## config.mk

```make
export PLATFORM = sky130hd
export DESIGN_NAME = irq_arbiter
export DESIGN_NICKNAME = d
export VERILOG_FILES = /design/src/rtl/irq_arbiter.sv
export SDC_FILE = /design/constraint.sdc
export NUM_CORES = 1
export LEC_CHECK = 0
export ABC_AREA = 0
export CAP_MARGIN = 20
export CORE_MARGIN = 1.5
export CORE_UTILIZATION = 40
export DETAILED_ROUTE_END_ITERATION = 10
export GPL_TIMING_DRIVEN = 1
export PLACE_DENSITY_LB_ADDON = 0.12
export SYNTH_ARGS = -nofsm -noshare
export SYNTH_HDL_FRONTEND = slang
export SYNTH_SLANG_ARGS = --single-unit
```

## constraint.sdc

```tcl
create_clock -name clk -period 1.3 [get_ports clk]
set_input_delay 0.26 -clock clk [delete_from_list [all_inputs] [get_ports clk]]
set_output_delay 0.26 -clock clk [all_outputs]
set_load 0.005 [all_outputs]
```

## src/rtl/irq_arbiter.sv

```systemverilog
// irq_arbiter
// Collects rising edges from peripheral interrupt lines into a pending
// register, gates them with a software mask and offers one fixed-priority
// winner (lowest index) to the control FSM through a single irq/iack
// handshake. The granted source is tracked until the core returns.

module irq_arbiter #(
   parameter int N_SRC = 8,
   parameter int ID_W  = 3
) (
   input  logic             clk,
   input  logic             rst,
   input  logic [N_SRC-1:0] irq_src,
   input  logic             mask_we,
   input  logic [N_SRC-1:0] mask_din,
   input  logic [N_SRC-1:0] pend_clr,
   input  logic             iack,
   output logic             irq,
   output logic [ID_W-1:0]  vec_id,
   output logic             in_service,
   output logic [N_SRC-1:0] pending,
   output logic [N_SRC-1:0] mask
);

   // Handshake with the core: IDLE -> REQ (irq high) -> SERV (in service)
   typedef enum logic [1:0] {
      IDLE = 2'd0,
      REQ  = 2'd1,
      SERV = 2'd2
   } state_t;

   state_t           state_q;
   state_t           state_d;

   logic [N_SRC-1:0] src_q;
   logic [N_SRC-1:0] pending_q;
   logic [N_SRC-1:0] pending_d;
   logic [N_SRC-1:0] mask_q;
   logic [N_SRC-1:0] mask_d;
   logic [ID_W-1:0]  vec_id_q;
   logic [ID_W-1:0]  vec_id_d;
   logic             irq_q;
   logic             irq_d;
   logic             in_service_q;
   logic             in_service_d;

   logic [N_SRC-1:0] rise;
   logic [N_SRC-1:0] eligible;
   logic [N_SRC-1:0] vecOneHot;
   logic [N_SRC-1:0] grantClr;
   logic [ID_W-1:0]  winner;
   logic             anyEligible;
   logic             vecEligible;

   // A source requests service only on its 0->1 transition; since src_q
   // clears in reset, a line held high through reset release counts as an
   // edge on the first clock.
   assign rise = irq_src & ~src_q;

   // Masked sources still collect pending bits, they just cannot win.
   assign eligible    = pending_q & mask_q;
   assign anyEligible = |eligible;

   // Fixed priority: scan from the top so the lowest set index is left last.
   always_comb begin
      winner = '0;
      for (int i = N_SRC - 1; i >= 0; i--) begin
         if (eligible[i]) begin
            winner = ID_W'(i);
         end
      end
   end

   // One-hot decode of the frozen vector id, used both to watch whether the
   // requested source is still eligible and to clear it on grant.
   always_comb begin
      vecOneHot = '0;
      for (int i = 0; i < N_SRC; i++) begin
         vecOneHot[i] = (vec_id_q == ID_W'(i));
      end
   end

   assign vecEligible = |(eligible & vecOneHot);

   // Next-state and registered-output decode for the irq/iack handshake.
   // The vector id is only ever loaded when leaving IDLE, so a later
   // higher-priority edge cannot preempt a request already on the bus.
   always_comb begin
      state_d  = state_q;
      vec_id_d = vec_id_q;
      grantClr = '0;

      unique case (state_q)
         IDLE: begin
            // iack high here belongs to a foreign entry; hold off until it drops
            if (anyEligible && !iack) begin
               state_d  = REQ;
               vec_id_d = winner;
            end
         end

         REQ: begin
            // Withdrawal by software is checked before the acknowledge
            if (!vecEligible && !iack) begin
               state_d = IDLE;
            end else if (iack) begin
               state_d  = SERV;
               grantClr = vecOneHot;
            end
         end

         SERV: begin
            if (!iack) begin
               state_d = IDLE;
            end
         end

         default: begin
            state_d = IDLE;
         end
      endcase

      irq_d        = (state_d == REQ);
      in_service_d = (state_d == SERV);
   end

   // Pending bits: a fresh edge always wins over a software or grant clear
   // landing in the same cycle, so no request is ever lost.
   always_comb begin
      pending_d = rise | (pending_q & ~pend_clr & ~grantClr);
   end

   // Mask register is software writable; it affects arbitration from the
   // cycle after the write.
   always_comb begin
      mask_d = mask_we ? mask_din : mask_q;
   end

   // Source history, pending and mask registers.
   always_ff @(posedge clk or negedge rst) begin
      if (!rst) begin
         src_q     <= '0;
         pending_q <= '0;
         mask_q    <= '0;
      end else begin
         src_q     <= irq_src;
         pending_q <= pending_d;
         mask_q    <= mask_d;
      end
   end

   // FSM state plus the registered handshake outputs; reset drops irq at
   // once without waiting for a clock.
   always_ff @(posedge clk or negedge rst) begin
      if (!rst) begin
         state_q      <= IDLE;
         vec_id_q     <= '0;
         irq_q        <= 1'b0;
         in_service_q <= 1'b0;
      end else begin
         state_q      <= state_d;
         vec_id_q     <= vec_id_d;
         irq_q        <= irq_d;
         in_service_q <= in_service_d;
      end
   end

   assign irq        = irq_q;
   assign vec_id     = vec_id_q;
   assign in_service = in_service_q;
   assign pending    = pending_q;
   assign mask       = mask_q;

endmodule

```

# Yosys cells after proc, flatten, opt, wreduce, memory -nomap -nowiden
# Index checks and enable logic that the tools add are counted.
dict set report word_totals {
  ff_bits 31
  in_bits 28
}
dict set report op_classes {
  eq_ne 11
  muxes 16
  bitwise_logic 9
  reduce_logical 9
}
# operator n
set op_table {}
lappend op_table {{$and 8x8->8} 5}
lappend op_table {{$mux 3} 8}
lappend op_table {{$mux 8} 3}
lappend op_table {{$not 8->8} 3}
lappend op_table {{$reduce_or 8->1} 2}
lappend op_table {{$eq 3x3->1 const B} 4}
lappend op_table {{$mux 2} 4}
lappend op_table {{$or 8x8->8} 1}
lappend op_table {{$eq 3x2->1 const B} 2}
lappend op_table {{$pmux 2 s3} 1}
lappend op_table {{$eq 2x1->1 const B} 2}
lappend op_table {{$eq 2x2->1 const B} 2}
lappend op_table {{$eq 3x1->1 const B} 1}
lappend op_table {{$logic_not 3->1} 1}
lappend op_table {{$logic_and 1x1->1} 2}
lappend op_table {{$logic_not 1->1} 2}
lappend op_table {{$logic_not 2->1} 1}
lappend op_table {{$reduce_and 2->1} 1}

# Longest topological paths before layout
dict set report depth {
  ltp_word 10
  depth_mapped 5
  mapped_depth_nobuf 4
}

# Least setup slack after synthesis
# Ideal clock, no wire load.
dict set report synth_timing {
  kind {register to register}
  startpoint {register pending_q[2], in the netlist pending[2]}
  endpoint {register vec_id_q[0], in the netlist vec_id[0]}
  setup_ns 0.125
  arrival_time_ns 1.346
  t_required_ns 1.175
  path_slack_ns -0.171
  path_stages_with_launch 5
  n_path_buf 0
  path_cell_list {dfrtp_1 a22o_1 a221oi_4 a31oi_2 mux2_4}
}
dict set report synth_via {
  elab_chain_len 4
}
# item line_no
set synth_lines {}
lappend synth_lines {{from (decl)} 36} ;# logic [N_SRC-1:0] pending_q;
lappend synth_lines {{from (signal assigned)} 147} ;# pending_q <= pending_d;
lappend synth_lines {{$and 8x8->8 *} 61} ;# assign eligible = pending_q & mask_q;
lappend synth_lines {{$reduce_or 8->1 / $mux 3 (equally long branches)} {62, 68}}
lappend synth_lines {{$logic_and 1x1->1 / $mux 3 (equally long branches)} {96, 68}}
lappend synth_lines {{$reduce_and 2->1 (no source line) / $mux 3 (equally long branches)} n/a}
lappend synth_lines {{to (signal assigned)} 162} ;# vec_id_q <= vec_id_d;
lappend synth_lines {{to (decl)} 40} ;# logic [ID_W-1:0] vec_id_q;
# Every way passes the cells marked *; elsewhere a longest branch is shown, timed or not.
# A chain may end at the register's enable or synchronous reset.

# Worst setup path in the final report
dict set report layout_timing {
  startpoint {register mask_q[2], in the netlist mask[2]}
  endpoint {register irq_q, in the netlist irq}
}
dict set report layout_via {
  elab_chain_len 8
}
# item line_no
set layout_lines {}
lappend layout_lines {{from (decl)} 38} ;# logic [N_SRC-1:0] mask_q;
lappend layout_lines {{from (signal assigned)} 148} ;# mask_q <= mask_d;
lappend layout_lines {{$and 8x8->8 *} 61}
lappend layout_lines {{$and 8x8->8} 83} ;# assign vecEligible = |(eligible & vecOneHot);
lappend layout_lines {{$reduce_or 8->1} 83}
lappend layout_lines {{$logic_not 1->1} 104} ;# if (!vecEligible && !iack) begin
lappend layout_lines {{$logic_and 1x1->1} 104}
lappend layout_lines {{$mux 2} 104}
lappend layout_lines {{$pmux 2 s3 *} 93} ;# unique case (state_q)
lappend layout_lines {{$eq 2x1->1 *} 123} ;# irq_d = (state_d == REQ);
lappend layout_lines {{via irq_d} 43} ;# logic irq_d;
lappend layout_lines {{to (signal assigned)} 163} ;# irq_q <= irq_d;
lappend layout_lines {{to (decl)} 42} ;# logic irq_q;
# The timed path passes the listed nets; every way through them passes the cells marked *.

==> parameters.txt <==
Parameter                              Value

Status
  Run status ... complete, but fails checks
  Failing checks ... setup timing

Placement
  Worst slack at placement ... -0.400 ns
  Half-perimeter wire length of the detailed placement result ... 2690 um
  IO Port Bufs ... 48
  Placed Cells ... 234
  Routability Congestion ... 0.872
  Cell Area, Placed ... 0.00212 mm^2

Logic synthesis
  Netlist Area Pre-Place ... 0.00139 mm^2
  Portion of the post-synthesis area used by sequential elements ... 0.559
  Biggest area consumer among synthesized cells ... sky130_fd_sc_hd__dfrtp_1
  Async set or reset register ratio after synthesis ... 1.00
  Top area cells in the synthesized netlist ... sky130_fd_sc_hd__dfrtp_1 56%, sky130_fd_sc_hd__mux2_2 6.5%, sky130_fd_sc_hd__inv_1 3.2%
  Avg Cell Area, Syn ... 11.8 um^2
  Most frequent cells after synthesis ... 31 x sky130_fd_sc_hd__dfrtp_1, 12 x sky130_fd_sc_hd__inv_1, 8 x sky130_fd_sc_hd__mux2_2, 7 x sky130_fd_sc_hd__nand2_1, 6 x sky130_fd_sc_hd__nand3b_1
  Prevailing post-synth register cell ... sky130_fd_sc_hd__dfrtp_1
  Ys Warns ... 0
  Number of different library cells in the post-synthesis netlist ... 33
  Share of the synthesized area in the top cell type ... 0.559
  Most used standard cell by instance count after synthesis ... sky130_fd_sc_hd__dfrtp_1
  Number of instances in the synthesized netlist ... 118
  Number of synthesized flops with an enable pin ... 0
  Net count after synthesis ... 146
  Number of synthesized register bits ... 31

Clock network
  Clk sinks ... 31
  Clock slew at the register clock pins of the worst setup and hold paths ... 0.09 ns
  Hold-fix buffers at CTS ... 0
  Clock insertion delay at the later pin of the skew report ... 0.33 ns
  Number of CTS-inserted buffers ... 5
  Clock H-tree levels ... 2
  Maximum buffer depth of the clock tree ... 2
  TritonCTS clock tree ... done
  Cell at the root of the clock tree ... sky130_fd_sc_hd__clkbuf_4

Pwr
  Post-layout power ... 0.00318 W
  Maximum vdd drop ... 707 uV
  Leakage ... 1.08 nW
  Total power per unit cell area ... 1370 mW/mm^2

Final layout
  Nets@finish ... 242
  Fraction of final layout cells sized beyond drive strength 1 ... 0.371
  Post-layout instance count excluding filler cells ... 259
  Diodes inserted ... 0
  Area Growth Syn to Fin ... 66.9%
  Final cell area excluding filler cells ... 0.00232 mm^2
  Count of fill cells added during filler insertion ... 277

Setup path
  List of cells traversed by the critical path ... a22o_1 -> a221oi_4 -> a31oi_4 -> buf_6 -> a211o_1
  Crit path max-delay family ... compound AO/OA/AOI/OAI gates
  Max stage delay on crit path ... 0.39 ns
  Critical path endpoint category ... register
  Worst path bufs/invs ... 1
  Launch point of the worst reg-to-reg path ... mask[2]
  Category of the worst setup path launch point ... register
  Required time worst endpoint ... 1.51 ns
  Worst-case register-to-register setup slack ... -0.27 ns
  Critical path's slowest cell ... sky130_fd_sc_hd__dfrtp_1
  Reg2Reg Depth ... 5
  Critical Path Start ... mask[2]
  Max FO, Critical Path ... 3
  Worst setup endpoint ... irq
  Crit path arrival time ... 1.78 ns
  Total number of cells along the worst setup path ... 5
  Kind of critical path ... reg -> reg
  Endpoint of the most critical register-to-register path ... irq

Route
  Routed met1 length ... 1550 um
  Total via count after detailed routing ... 1308
  Routed met2 length ... 1900 um
  Number of detailed-route iterations in the first pass ... 4
  1st-iter DRT viols ... 32
  Final WL ... 3710 um
  Residual DRC ... 0
  Uppermost metal layer occupied by signal nets ... met4
  Wire length on met3 ... 168 um
  Per-cell routed wire length ... 14.3 um
  Number of nets with antenna violations after detailed routing ... 0
  Vias per std cell ... 5.05

Timing
  RSZ-0062 raised after global routing ... true
  Highest clock rate ... 636 MHz
  Setup WS post-layout ... -0.274 ns
  Final-report hold violation count ... 0
  Post-layout min period ... 1.57 ns
  Worst max-slew margin expressed relative to the limit ... 0.813
  Slew at the pin closest to its max-slew limit ... 0.280 ns
  Worst hold slack across all endpoints ... 0.283 ns
  Total setup violations reported at the end of the flow ... 7
  Final Max Tran Viols ... 0
  Layout Skew ... 0.00885 ns
  Share of the cycle needed by the critical path after routing ... 1.21

Floorplanning
  Core area ... 0.00334 mm^2
  I/O pins ... 49
  Horizontal die dimension ... 61.9 um
  Initial core utilization ... 0.416
  Placement Rows ... 21
  Die height ... 61.9 um
  Die Area ... 0.00383 mm^2

Job
  Number of max-capacitance violations reported ... 0

Global routing
  First-pass GRT wire length ... 5640 um
  Initial antenna violation count ... 0
  Total GRT Usage ... 0.214
  Vias in the first global route ... 1242
  Largest net degree at the start of global routing ... 32
  Remaining global-route overflow ... 0

Hold path
  Path class of the lowest-slack min-delay path ... in -> async
## final cells by class
cell class	instances	area (um^2)	area share
clock buffers	6	41.3	0.0178
inverters	12	45.0	0.0194
flip-flops and latches	31	779	0.337
multi-input cells	72	573	0.247
repair buffers	92	820	0.354
well taps	46	57.6	0.0249
## worst min path at each step
stage | cells past startpoint | to | from | slack (ns)
after floorplan | 0 | in_service | rst | -0.04
after global placement | 1 | pending[4] | src_q[4] | 0.40
after detailed placement | 1 | pending[0] | src_q[0] | 0.41
after CTS | 2 | state_q[1] | rst | 0.29
after global routing | 2 | mask[1] | rst | 0.29
final | 2 | mask[0] | rst | 0.28
## repair_timing
| action | in CTS | in global routing |
|---|---|---|
| endpoints found under the setup margin | 26 | 17 |
| pin swaps | 2 | 5 |
| setup buffers | 17 | 6 |
| endpoints found under the hold margin | 0 | 0 |
| gates resized for setup | 67 | 14 |
## power by group
group	switching [W]	internal [W]
logic	0.000605	0.000849
clock network	0.000301	0.000192
registers	0.000103	0.00113
## logic make-up after synthesis
| logic type | after synthesis | share of synthesized area |
|---|---|---|
| flops | 31 | 0.559 |
| mux | 9 | 0.0757 |
| simple gates | 33 | 0.154 |
| xor+xnor | 1 | 0.00631 |
| compound gates | 29 | 0.164 |
| buf+inv | 15 | 0.0406 |
## placed cells by master (no fill, tap or decap), types with 2 or more instances in the layout
| cell type | n |
|---|---|
| sky130_fd_sc_hd__a22oi_1 | 2 |
| sky130_fd_sc_hd__o21ai_0 | 5 |
| sky130_fd_sc_hd__dlygate4sd2_1 | 7 |
| sky130_fd_sc_hd__nand4b_1 | 2 |
| sky130_fd_sc_hd__o21ai_1 | 5 |
| sky130_fd_sc_hd__nor3b_1 | 2 |
| sky130_fd_sc_hd__clkdlybuf4s50_1 | 27 |
| sky130_fd_sc_hd__buf_4 | 29 |
| sky130_fd_sc_hd__clkdlybuf4s15_1 | 2 |
| sky130_fd_sc_hd__o32ai_1 | 2 |
| sky130_fd_sc_hd__nor2b_1 | 2 |
| sky130_fd_sc_hd__a31oi_1 | 2 |
| sky130_fd_sc_hd__clkbuf_2 | 3 |
| sky130_fd_sc_hd__nand2_1 | 7 |
| sky130_fd_sc_hd__and2_1 | 4 |
| sky130_fd_sc_hd__dfrtp_1 | 28 |
| sky130_fd_sc_hd__buf_6 | 16 |
| sky130_fd_sc_hd__nor2_1 | 2 |
| sky130_fd_sc_hd__inv_1 | 12 |
| sky130_fd_sc_hd__a211o_1 | 2 |
| sky130_fd_sc_hd__mux2_2 | 8 |
| sky130_fd_sc_hd__clkbuf_4 | 5 |
| sky130_fd_sc_hd__dfrtp_2 | 3 |
| sky130_fd_sc_hd__nand3b_1 | 6 |
| sky130_fd_sc_hd__a32oi_1 | 4 |
| sky130_fd_sc_hd__buf_2 | 7 |
| sky130_fd_sc_hd__nand3_1 | 2 |
## registers in the layout (all words and copies together), names as in the netlist
register	count
state_q	2
in_service	1
vec_id	3
mask	8
irq	1
src_q	8
pending	8
## stage by stage
stage,util,TNS [ns]
2_1_floorplan,-,-0.373
3_3_place_gp,0.636,-2.97
3_5_place_dp,0.636,-3.60
4_1_cts,0.687,-1.08
5_1_grt,0.694,-1.65
6_report,0.694,-1.14
## metal layers
metal  track usage  vias up
met1         0.251      637
met5             0        -
li1              -      623
met4         0.122        0
met2         0.347       40
met3        0.0642        8
No activity file was read; power rests on OpenSTA's default activity.
==> edit 1 (same flow settings) <==
Make the reset (`rst`) synchronous in 2 clocked blocks.
--- a/src/rtl/irq_arbiter.sv
+++ b/src/rtl/irq_arbiter.sv
@@ -139,3 +139,3 @@
    // Source history, pending and mask registers.
-   always_ff @(posedge clk or negedge rst) begin
+   always_ff @(posedge clk) begin
       if (!rst) begin
@@ -153,3 +153,3 @@
    // once without waiting for a clock.
-   always_ff @(posedge clk or negedge rst) begin
+   always_ff @(posedge clk) begin
       if (!rst) begin
Formal check against the unedited RTL: differs if rst is asserted again (counterexample within 4 cycles, from zero or initial values and one cycle with rst low); with rst held inactive, the same outputs for 10 cycles.
==> edit 1 against the original RTL <==
Synthesized cell count rose by 22%; routed wire length increased by 7.9%; sequential cell count unchanged; worst setup slack better by 180 ps; core utilization is 6.7 points higher; via count rose by 10%; final area rose by 1.1%; largest cell class unchanged; maximum frequency up 13%; clock skew is 2.0 ps lower; synthesized area shrank 6.2%; the run still ends with setup timing left; non-clock buffer count grew 9.
Power is not compared: it rests on default switching activity, and its combinational part moved more than twofold at a synthesized area within 25%.
==> edit 1: results (changes against the original RTL) <==
metric,value,unit,change
grt_pass1_wl,6.092,mm,+7.9%
cp_top_family,multiplexers,,
gp_congestion,0.8048,,-7.7%
postSynth.asyncResetShare,0,%,-100 points
fin_tns_setup,-261.6,ps,+877.1 ps
setup_violations,3,,-4
status,"complete, but fails checks",,
clock_skew,6.869,ps,-1.978 ps
met2_length,2.035,mm,+7.0%
nFillCells,234,,-16%
drt-total-wl,4.006,mm,+7.9%
slowest_delay,470,ps,+80 ps
path_max_fanout,3,,unchanged
drive_above_1_share,44.13,%,+7.0 points
ir_drop,0.6870,mV,
yosysSeqAreaShare,47.69,%,-8.2 points
cts-buffers-inserted,5,,unchanged
wl_met1,1.709,mm,+10%
yosys-top-cells-area,"dfxtp_1 (48%), nand2_1 (8.1%), mux2i_1 (6.9%), o32ai_1 (5.4%), nor2_1 (4.0%)",,
fin_nets,274,,+13%
antenna_found_initial,0,,unchanged
met3_length,225,µm,+34%
synth_flop_cell,dfxtp_1,,
syn_area_per_cell,9.036,µm²,-23%
dp_cells,265,,+13%
drt_first_iter_violations,65,,+100%
pwr-share-clk,27.2,%,
dp_hpwl,2.864,mm,+6.4%
violations,setup timing,,
hp-class,flop to flop,,
crit_arrival,1680,ps,-100 ps
clkSlewWorstSetupHoldPaths,100,ps,
grt.total_usage,23.35,%,+2.0 points
yosys-top-cells-count,"dfxtp_1 (31), nand2_1 (28), nor2_1 (14)",,
grt_start_max_net_pins,12,,-63%
clk_latency,340,ps,
portBuffers,48,,unchanged
insertedDiodeCount,0,,unchanged
htreeDepth,2,,unchanged
relSlewSlack,75.85,%,-5.4 points
synth.net_count,172,,+18%
synth.distinct_cells,33,,unchanged
seq_cell_power,1.04,mW,
vias,1443,,+10%
fin_cells,291,,+12%
p_leak,1.151,nW,
crit_slowest_cell,mux4_2,,
fin_ws,-96.81,ps,+176.7 ps
edit 1: cell count changes after synthesis, sizes merged, moves of 7 or more:
cell,delta
nand2,+21
nor2,+12
dfxtp,+31
mux2i,+9
mux2,-9
o21ai,-7
dfrtp,-31
edit 1: per-stage QoR:
step / worst slack, ps / cell area, µm²
2_1_floorplan: 2.135 / 1308
3_3_place_gp: -263.2 / 2098
3_5_place_dp: -335.4 / 2098
4_1_cts: -84.60 / 2293
5_1_grt: -139.8 / 2342
6_report: -96.81 / 2342
edit 1: cell families after synthesis:
group | count (synthesis) | share of synthesized area, %
XOR/XNOR | 1 | 0.6732
buffers and inverters | 15 | 5.096
flip-flops | 31 | 47.69
AO/OA/AOI/OAI | 24 | 15.58
multiplexers | 10 | 8.654
AND/OR/NAND/NOR | 63 | 22.31
edit 1: worst paths after layout:
path	end	start	cells after the start	slack, ps
worst min-delay path	pending[4]	src_q[4]	1	410
worst max register to register	irq	pending[3]	5	-100
worst max-delay path	irq	pending[3]	5	-100
worst min register to register	pending[4]	src_q[4]	1	410
edit 1: final cells by class:
type	instances	area [µm²]	area share (%)
clock inverter	3	20.02	0.8547
multi-input combinational	98	658.1	28.10
timing repair buffer	101	875.8	37.39
tap	44	55.05	2.350
clock buffer	5	37.54	1.603
sequential	31	661.9	28.26
inverter	9	33.78	1.442
edit 1: what timing repair did:
action / CTS / global route
hold endpoints to repair: 0 / 0
pin swaps: 9 / 4
cloned: 0 / 0
endpoints found under the setup margin: 23 / 15
setup buffers: 15 / 6
gates resized for setup: 65 / 26
edit 1: metal layers:
metal / GRT usage (%) / up-vias
li1: - / 714
met1: 26.91 / 680
met2: 39.91 / 44
met3: 8.658 / 5
met4: 7.302 / 0
met5: 0 / -
==> edit 2 (same flow settings) <==
Without the edit above. `ID_W`: 3 -> 6.
--- a/src/rtl/irq_arbiter.sv
+++ b/src/rtl/irq_arbiter.sv
@@ -8,3 +8,3 @@
    parameter int N_SRC = 8,
-   parameter int ID_W  = 3
+   parameter int ID_W  = 6
 ) (
Interface: changed (resized vec_id); port bits go from 49 to 52. No check against the original RTL was run, so the function may have changed too.
==> edit 2 against the original RTL <==
Power is 11% higher; routed wire length is 3.3% higher; synthesized area is 1.9% higher; worst hold slack better by 10 ps; die area is 1.8% higher; final area is 3.8% higher; the flow still finishes with violations (setup timing); first-iteration DRC count is 31% higher; worst setup slack worse by 32 ps; sequential cell count stayed put; largest cell class unchanged.
==> edit 2: results (changes against the original RTL) <==
metric,value,unit,change
status,"complete, but fails checks",,
violations,setup timing,,
fin_nets,246,,+1.7%
fin_tns_setup,-1297,ps,-158.4 ps
clkSlewWorstSetupHoldPaths,100,ps,
area_share_nonclk_buffers,35.17,%,-0.21 points
fin_ws,-305.9,ps,-32.37 ps
setup_violations,10,,+3
grt_start_max_net_pins,32,,unchanged
drt_first_iter_violations,42,,+31%
cts_root_buffer,clkbuf_4,,
area_share_clock_buf_inv,3.590,%,+1.8 points
yosys-top-cells-area,"dfrtp_1 (55%), mux2_2 (6.4%), inv_1 (3.2%), nand3b_1 (3.2%), a32oi_1 (2.5%)",,
insertedDiodeCount,0,,unchanged
die_area,0.003900,mm²,+1.8%
num-nonclk-buffers,93,,+1.1%
gp_congestion,0.8099,,-7.2%
grt_pass1_wl,6.313,mm,+12%
post-cts-setup-buffer-count,18,,+1
nFillCells,291,,+5.1%
sh_seq_area,32.36,%,-1.3 points
multi_input_area_share,24.61,%,-0.13 points
seq_cell_count,31,,unchanged
cp_top_family,compound AO/OA/AOI/OAI gates,,
synth.distinct_cells,35,,+6.1%
yosysSeqAreaShare,54.87,%,-1.0 points
crit_arrival,1820,ps,+40 ps
drive_above_1_share,39.27,%,+2.2 points
grt.total_usage,21.41,%,+0.037 points
path_max_fanout,3,,unchanged
antenna_found_initial,0,,unchanged
ir_drop,0.8137,mV,+15%
cts_resized,71,,+6.0%
synth_flop_cell,dfrtp_1,,
dp_hpwl,2.832,mm,+5.2%
grt_pass1_vias,1342,,+8.1%
via_per_inst,4.928,,-2.4%
routedWlPerCell,14.47,µm,+0.95%
layout.comb_gates.multi_input,75,,+4.2%
clock_skew,7.952,ps,-0.8951 ps
p_leak,1.123,nW,+4.2%
## edit 2: kinds of logic (layout without fill, tap and decap cells)
family / after synthesis / in the layout / share of synthesized area (%)
AND/OR/NAND/NOR: 33 / 33 / 15.13
flip-flops: 31 / 31 / 54.87
AO/OA/AOI/OAI: 29 / 29 / 16.11
buffers and inverters: 18 / 113 / 5.575
multiplexers: 9 / 9 / 7.434
other: 1 / 3 / 0.2652
XOR/XNOR: 1 / 1 / 0.6196
## edit 2: how the worst max path moves through the flow
stage	slack [ps]	cells after the start	to
floorplan	-170	4	vec_id[0]
global placement	-320	5	vec_id[0]
detailed placement	-340	5	vec_id[0]
global route	-350	5	state_q[0]
CTS	-300	5	irq
finish	-310	5	irq
## edit 2: report_power, final
part	switching [mW]	internal [mW]	total, mW
clock	0.330	0.454	0.784
sequential	0.113	1.13	1.24
combinational	0.627	0.866	1.49
## edit 2: per-stage QoR
| step | worst slack [ps] | instances | utilization (%) | instance area (µm²) | hold slack (ps) |
|---|---|---|---|---|---|
| after floorplan | -170.3 | 124 | - | 1430 | -35.59 |
| after global placement | -317.3 | 237 | 63.84 | 2147 | 398.8 |
| after detailed placement | -338.9 | 237 | 63.84 | 2147 | 402.1 |
| after CTS | -298.4 | 262 | 70.91 | 2385 | 297.5 |
| after global routing | -348.9 | 265 | 71.50 | 2405 | 280.9 |
| final | -305.9 | 265 | 71.50 | 2405 | 293.6 |
## edit 2: layer usage
metal / part of all wire (%) / wire length (µm) / global-route usage (%) / vias to the layer above
li1: - / - / - / 635
met1: 40 / 1528 / 23.13 / 635
met2: 55 / 2117 / 39.52 / 31
met3: 3.9 / 148 / 5.405 / 5
met4: 1.1 / 41 / 8.889 / 0
met5: 0 / 0 / 0 / -
